--- src/rtl/serialin_if.sv ---
// Signal bundle between the input scanner, its external 74HC165 chain and the host.
// slave is the scanner side; master is the board/host side.
interface serialin_if #(
    parameter int unsigned WIDTH = 8
);
    logic             en;
    logic             sdata;
    logic             sclk;
    logic             load_n;
    logic [WIDTH-1:0] data;
    logic             valid;
    logic             changed;
    logic             busy;

    modport slave (
        input  en,
        input  sdata,
        output sclk,
        output load_n,
        output data,
        output valid,
        output changed,
        output busy
    );

    modport master (
        output en,
        output sdata,
        input  sclk,
        input  load_n,
        input  data,
        input  valid,
        input  changed,
        input  busy
    );
endinterface

--- src/rtl/serialin.sv ---
// Scanner for an external parallel-in/serial-out register chain: load, shift WIDTH bits in,
// then publish the whole word with a one-cycle valid (and changed) pulse.
module serialin #(
    parameter int unsigned WIDTH = 8,
    parameter int unsigned DIV   = 4
) (
    input logic       clk,
    input logic       rst_n,
    serialin_if.slave bus
);
    localparam int unsigned CntW = $clog2(DIV);
    localparam int unsigned BitW = (WIDTH > 1) ? $clog2(WIDTH) : 1;
    localparam logic [CntW-1:0] DivMax = CntW'(DIV - 1);
    localparam logic [BitW-1:0] BitMax = BitW'(WIDTH - 1);

    localparam logic [2:0] StIdle = 3'd0;
    localparam logic [2:0] StLoad = 3'd1;
    localparam logic [2:0] StShLo = 3'd2;
    localparam logic [2:0] StShHi = 3'd3;
    localparam logic [2:0] StDone = 3'd4;

    logic [2:0]       state_q, state_d;
    logic [CntW-1:0]  div_cnt_q, div_cnt_d;
    logic [BitW-1:0]  bit_cnt_q, bit_cnt_d;
    logic [WIDTH-1:0] sr_q, sr_d;
    logic [WIDTH-1:0] data_q, data_d;
    logic             valid_q, valid_d;
    logic             changed_q, changed_d;
    logic [1:0]       sync_q, sync_d;
    logic             sclk_q, sclk_d;
    logic             load_n_q, load_n_d;
    logic             busy_q, busy_d;
    logic [WIDTH-1:0] sr_shift;
    logic             phase_end;

    assign phase_end = (div_cnt_q == '0);

    if (WIDTH == 1) begin : g_sr_single
        assign sr_shift = sync_q[1];
    end else begin : g_sr_multi
        assign sr_shift = {sr_q[WIDTH-2:0], sync_q[1]};
    end

    always_comb begin
        state_d   = state_q;
        div_cnt_d = div_cnt_q;
        bit_cnt_d = bit_cnt_q;
        sr_d      = sr_q;
        data_d    = data_q;
        valid_d   = 1'b0;
        changed_d = 1'b0;
        sync_d    = {sync_q[0], bus.sdata};

        unique case (state_q)
            StIdle: begin
                if (bus.en) begin
                    state_d   = StLoad;
                    div_cnt_d = DivMax;
                end
            end
            StLoad: begin
                bit_cnt_d = '0;
                if (phase_end) begin
                    state_d   = StShLo;
                    div_cnt_d = DivMax;
                end else begin
                    div_cnt_d = div_cnt_q - 1'b1;
                end
            end
            StShLo: begin
                if (phase_end) begin
                    sr_d      = sr_shift;
                    state_d   = StShHi;
                    div_cnt_d = DivMax;
                end else begin
                    div_cnt_d = div_cnt_q - 1'b1;
                end
            end
            StShHi: begin
                if (phase_end) begin
                    div_cnt_d = DivMax;
                    if (bit_cnt_q == BitMax) begin
                        // Publish on entry to DONE so data and valid change on the same edge.
                        state_d   = StDone;
                        data_d    = sr_q;
                        valid_d   = 1'b1;
                        changed_d = (sr_q != data_q);
                    end else begin
                        state_d   = StShLo;
                        bit_cnt_d = bit_cnt_q + 1'b1;
                    end
                end else begin
                    div_cnt_d = div_cnt_q - 1'b1;
                end
            end
            StDone: begin
                div_cnt_d = DivMax;
                state_d   = bus.en ? StLoad : StIdle;
            end
            default: state_d = StIdle;
        endcase

        // Strobes registered from next state to keep the off-board lines glitch-free.
        sclk_d   = (state_d == StShHi);
        load_n_d = (state_d != StLoad);
        busy_d   = (state_d != StIdle);
    end

    always_ff @(posedge clk) begin
        if (!rst_n) begin
            state_q   <= StIdle;
            div_cnt_q <= '0;
            bit_cnt_q <= '0;
            sr_q      <= '0;
            data_q    <= '0;
            valid_q   <= 1'b0;
            changed_q <= 1'b0;
            sync_q    <= '0;
            sclk_q    <= 1'b0;
            load_n_q  <= 1'b1;
            busy_q    <= 1'b0;
        end else begin
            state_q   <= state_d;
            div_cnt_q <= div_cnt_d;
            bit_cnt_q <= bit_cnt_d;
            sr_q      <= sr_d;
            data_q    <= data_d;
            valid_q   <= valid_d;
            changed_q <= changed_d;
            sync_q    <= sync_d;
            sclk_q    <= sclk_d;
            load_n_q  <= load_n_d;
            busy_q    <= busy_d;
        end
    end

    assign bus.sclk    = sclk_q;
    assign bus.load_n  = load_n_q;
    assign bus.data    = data_q;
    assign bus.valid   = valid_q;
    assign bus.changed = changed_q;
    assign bus.busy    = busy_q;
endmodule

--- src/flat_wrapper.sv ---
// flat-port wrapper written by rule: the top's interface ports become plain ports
module serialin_flat 
#(
    parameter int unsigned WIDTH = 8,
    parameter int unsigned DIV   = 4
)
  (clk, rst_n, bus_en, bus_sdata, bus_sclk, bus_load_n, bus_data, bus_valid, bus_changed, bus_busy);
  serialin_if #(.WIDTH(WIDTH)) bus_i ();
  input logic clk;
  input logic rst_n;
  input wire logic [$bits(bus_i.en)-1:0] bus_en;
  input wire logic [$bits(bus_i.sdata)-1:0] bus_sdata;
  output wire logic [$bits(bus_i.sclk)-1:0] bus_sclk;
  output wire logic [$bits(bus_i.load_n)-1:0] bus_load_n;
  output wire logic [$bits(bus_i.data)-1:0] bus_data;
  output wire logic [$bits(bus_i.valid)-1:0] bus_valid;
  output wire logic [$bits(bus_i.changed)-1:0] bus_changed;
  output wire logic [$bits(bus_i.busy)-1:0] bus_busy;
  assign bus_i.en = bus_en;
  assign bus_i.sdata = bus_sdata;
  assign bus_sclk = bus_i.sclk;
  assign bus_load_n = bus_i.load_n;
  assign bus_data = bus_i.data;
  assign bus_valid = bus_i.valid;
  assign bus_changed = bus_i.changed;
  assign bus_busy = bus_i.busy;
  serialin #(.WIDTH(WIDTH), .DIV(DIV)) u_core (.clk(clk), .rst_n(rst_n), .bus(bus_i));
endmodule
--- config.mk ---
export PLATFORM = sky130hd
export DESIGN_NAME = serialin_flat
export DESIGN_NICKNAME = d
export VERILOG_FILES = /design/src/rtl/serialin_if.sv /design/src/rtl/serialin.sv /design/src/flat_wrapper.sv
export SDC_FILE = /design/constraint.sdc
export NUM_CORES = 1
export LEC_CHECK = 0
export CAP_MARGIN = 10
export CORE_ASPECT_RATIO = 0.8
export CORE_MARGIN = 5
export CORE_UTILIZATION = 52
export CTS_CLUSTER_DIAMETER = 30
export DETAILED_ROUTE_END_ITERATION = 8
export HOLD_SLACK_MARGIN = 0.02
export PLACE_DENSITY = 0.74
export SLEW_MARGIN = 10
export SYNTH_ARGS = -nofsm -noshare
export SYNTH_HDL_FRONTEND = slang
export SYNTH_SLANG_ARGS = --single-unit
--- constraint.sdc ---
create_clock -name clk -period 1.99 [get_ports clk]
set_input_delay 0.199 -clock clk [delete_from_list [all_inputs] [get_ports clk]]
set_output_delay 0.199 -clock clk [all_outputs]
set_load 0.1 [all_outputs]
==> reports/metrics.csv <==
stage,metric,value,unit
critical_path,FF-to-FF End,u_core.bit_cnt_q[0]$_SDFFE_PN0P_,
finish,antenna diode count,0,
run,max-cap viol count,0,
clock_network,"Clk Latency, worst-skew pair",330,ps
route,routed len/inst,12.3,um
clock_network,"Reg clk slew, reported paths",100,ps
global_routing,gr usage total,0.154,
timing,setup TNS,0,ps
logic_synthesis,number of synthesis warnings,0,
logic_synthesis,Post-Syn Area,1250,um2
critical_path,"Data required, critical path",2210,ps
finish,most frequent cells in the layout,"dfxtp_1, nor2_1, nand2_1",
clock_network,CTS tree,done,
route,Iter 0 DRT Violations,15,
power_and_ir_drop,PD cells,800,nW/um2
timing,Worst-Margin Slew,416,ps
min_path,min-delay src,bus_sdata,
min_path,WHS Path Cells,2,
critical_path,Critical R2R Launch,u_core.bit_cnt_q[0]$_SDFFE_PN0P_,
logic_synthesis,cell count after synthesis,135,
min_path,Hold Path End,u_core.sync_q[0]$_SDFF_PN0_,
floorplan,height of the die,53.9,um
critical_path,Worst Reg2Reg Path Length in Cells,6,
clock_network,CTS Buffer Depth,2,
clock_network,clk sinks,31,
logic_synthesis,Synth top area share,0.496,
route,routed wire length,2230,um
clock_network,H-tree Lvls,2,
route,DRC errors left,0,
timing,Tmin final,1690,ps
finish,"Core Util, Final",0.649,
timing,Final Hold Vio Count,0,
timing,max_slew headroom,0.723,
floorplan,Starting Density,0.560,
min_path,Hold WC Path Type,in -> reg,
floorplan,core area,2230,um2
clock_network,Resize count post-CTS,0,
critical_path,Startpoint Class,flop,
route,Max Used Layer,met4,
global_routing,initial antenna violation count,0,
critical_path,CP Capture Type,flop,
route,WL met2,982,um
placed_design,GPL Wtd Cong,0.757,
power_and_ir_drop,Pleak,0.705,nW
route,Pre-antenna DRT Iters,4,
floorplan,I/O pin cnt,17,
route,"antenna viol nets, final",0,
clock_network,clock root buffer,clkbuf_4,
global_routing,"Remaining Overflow, GRT",0,
placed_design,DP HPWL,1600,um
finish,Layout area overhead,15.9,%
timing,period utilisation layout,0.850,
floorplan,die area,3490,um2
timing,Max Clock Freq,591,MHz
timing,RSZ-0062 raised after global routing,no,
critical_path,critical path arrival,1910,ps
floorplan,num rows,15,
global_routing,first-pass GRT wire length,3920,um
finish,"commonest non-fill, non-tap cell in the layout",dfxtp_1,
placed_design,Port Buffers,16,
outcome,outcome,"finished, final reports clean",
logic_synthesis,syn_nets,142,
logic_synthesis,sequential fraction of the synthesis area,0.496,
clock_network,postcts setup bufs,0,
logic_synthesis,register bit total from synthesis,31,
timing,Post-Route Skew,6.14,ps
timing,"Setup violations, final",0,
route,vias per std cell,5.17,
logic_synthesis,top cell type by total area after synthesis,dfxtp_1,
critical_path,CP Max Fanout,3,
global_routing,vias in the first global route,890,
clock_network,CTS Buf Count,5,
logic_synthesis,synth top area cells,"dfxtp_1, mux2i_1, nor2_1",
route,vias,936,
clock_network,Hold Buf Count CTS,0,
timing,"Slew Viols, Final",0,
floorplan,Horiz. Die Dim,64.8,um
route,met3 wire len,111,um
logic_synthesis,Mean Syn Cell Area,9.26,um2
global_routing,largest net degree at the start of global routing,26,
route,WL met1,1090,um
critical_path,flop-to-flop setup slack,300,ps
logic_synthesis,Yosys cell types,26,
power_and_ir_drop,Peak VDD IR,0.000592,V
critical_path,WS Path Type,reg -> reg,
finish,share of cells above drive strength 1,0.160,
finish,# nets final,162,
[worst max-delay path, stage by stage (launching register included)]
cell      delay, ps
dfxtp_1         340
ha_1            190
ha_1            220
nand2b_1        150
a21oi_1         370
mux2i_1         260
nor2_1           60
[cells in the mapped netlist, drive strengths merged]
master,number
nor2b,2
o22ai,1
and4,1
nor4,3
mux2,1
nor2,21
nand2,17
buf,2
ha,3
mux2i,12
inv,4
a2bb2oi,1
dfxtp,31
o41ai,1
and2,4
nand2b,2
clkinv,1
a211oi,2
a21oi,11
xor2,8
nand3b,1
or3,2
nor3,1
clkbuf,3
[power breakdown]
| group | total [W] | internal (W) | leakage (nW) | switching, W |
|---|---|---|---|---|
| Sequential | 0.000655 | 0.000640 | 0.252 | 0.0000146 |
| Clock | 0.000345 | 0.000131 | 0.0347 | 0.000214 |
| Combinational | 0.000159 | 0.0000515 | 0.419 | 0.000108 |
| Total | 0.00116 | 0.000823 | 0.705 | 0.000337 |
[flip-flops by register name (all words and copies together) (netlist names)]
name,cells
u_core.bit_cnt_q,3
u_core.bus.busy,1
u_core.bus.changed,1
u_core.bus.data,8
u_core.bus.load_n,1
u_core.bus.sclk,1
u_core.bus.valid,1
u_core.div_cnt_q,2
u_core.sr_q,8
u_core.state_q,3
u_core.sync_q,2
[metrics by stage]
stage | setup WS, ps | cell area, um2 | instances | hold WS (ps) | total power (W)
final | 299 | 1450 | 181 | 441 | 0.00116
after global routing | 151 | 1450 | 181 | 410 | 0.00123
after CTS | 277 | 1450 | 181 | 427 | 0.00117
after detailed placement | 303 | 1400 | 173 | 440 | 0.000830
after global placement | 370 | 1400 | 173 | 427 | 0.000826
after floorplan | 390 | 1250 | 135 | 282 | 0.000790
[worst max path at each step]
stage                                           from                               end  slack [ps]  cells after the start
floorplan            u_core.bus.data[4]$_SDFFE_PN0P_     u_core.bus.changed$_SDFF_PN0_         390                      3
CTS                 u_core.bit_cnt_q[0]$_SDFFE_PN0P_  u_core.bit_cnt_q[0]$_SDFFE_PN0P_         280                      6
global placement    u_core.bit_cnt_q[0]$_SDFFE_PN0P_  u_core.bit_cnt_q[2]$_SDFFE_PN0P_         370                      6
global route        u_core.bit_cnt_q[0]$_SDFFE_PN0P_  u_core.bit_cnt_q[1]$_SDFFE_PN0P_         150                      6
finish              u_core.bit_cnt_q[0]$_SDFFE_PN0P_  u_core.bit_cnt_q[0]$_SDFFE_PN0P_         300                      6
detailed placement  u_core.bit_cnt_q[0]$_SDFFE_PN0P_  u_core.bit_cnt_q[0]$_SDFFE_PN0P_         300                      6
[logic make-up (layout without fill, tap and decap cells)]
kind of cell | count (synthesis) | after routing | share of synthesized area
fa+ha+maj | 3 | 3 | 0.0300
simple gates | 54 | 54 | 0.200
buf+inv | 10 | 31 | 0.0370
compound gates | 16 | 16 | 0.0751
xor+xnor | 8 | 8 | 0.0561
mux | 13 | 13 | 0.105
flops | 31 | 31 | 0.497
[cell type report]
type                    instances  area (um2)
clock inverters                 3        15.0
flip-flops and latches         31         621
repair buffers                 18         143
inverters                       5        18.8
multi-input cells              94         583
well taps                      25        31.3
clock buffers                   5        37.5
fillers                       201         785
[routing by layer]
metal / global-route usage / vias up
met1: 0.182 / 423
met2: 0.246 / 16
met4: 0.0632 / 0
met3: 0.0689 / 4
met5: 0 / -
li1: - / 493
No activity file was read; power rests on OpenSTA's default activity.
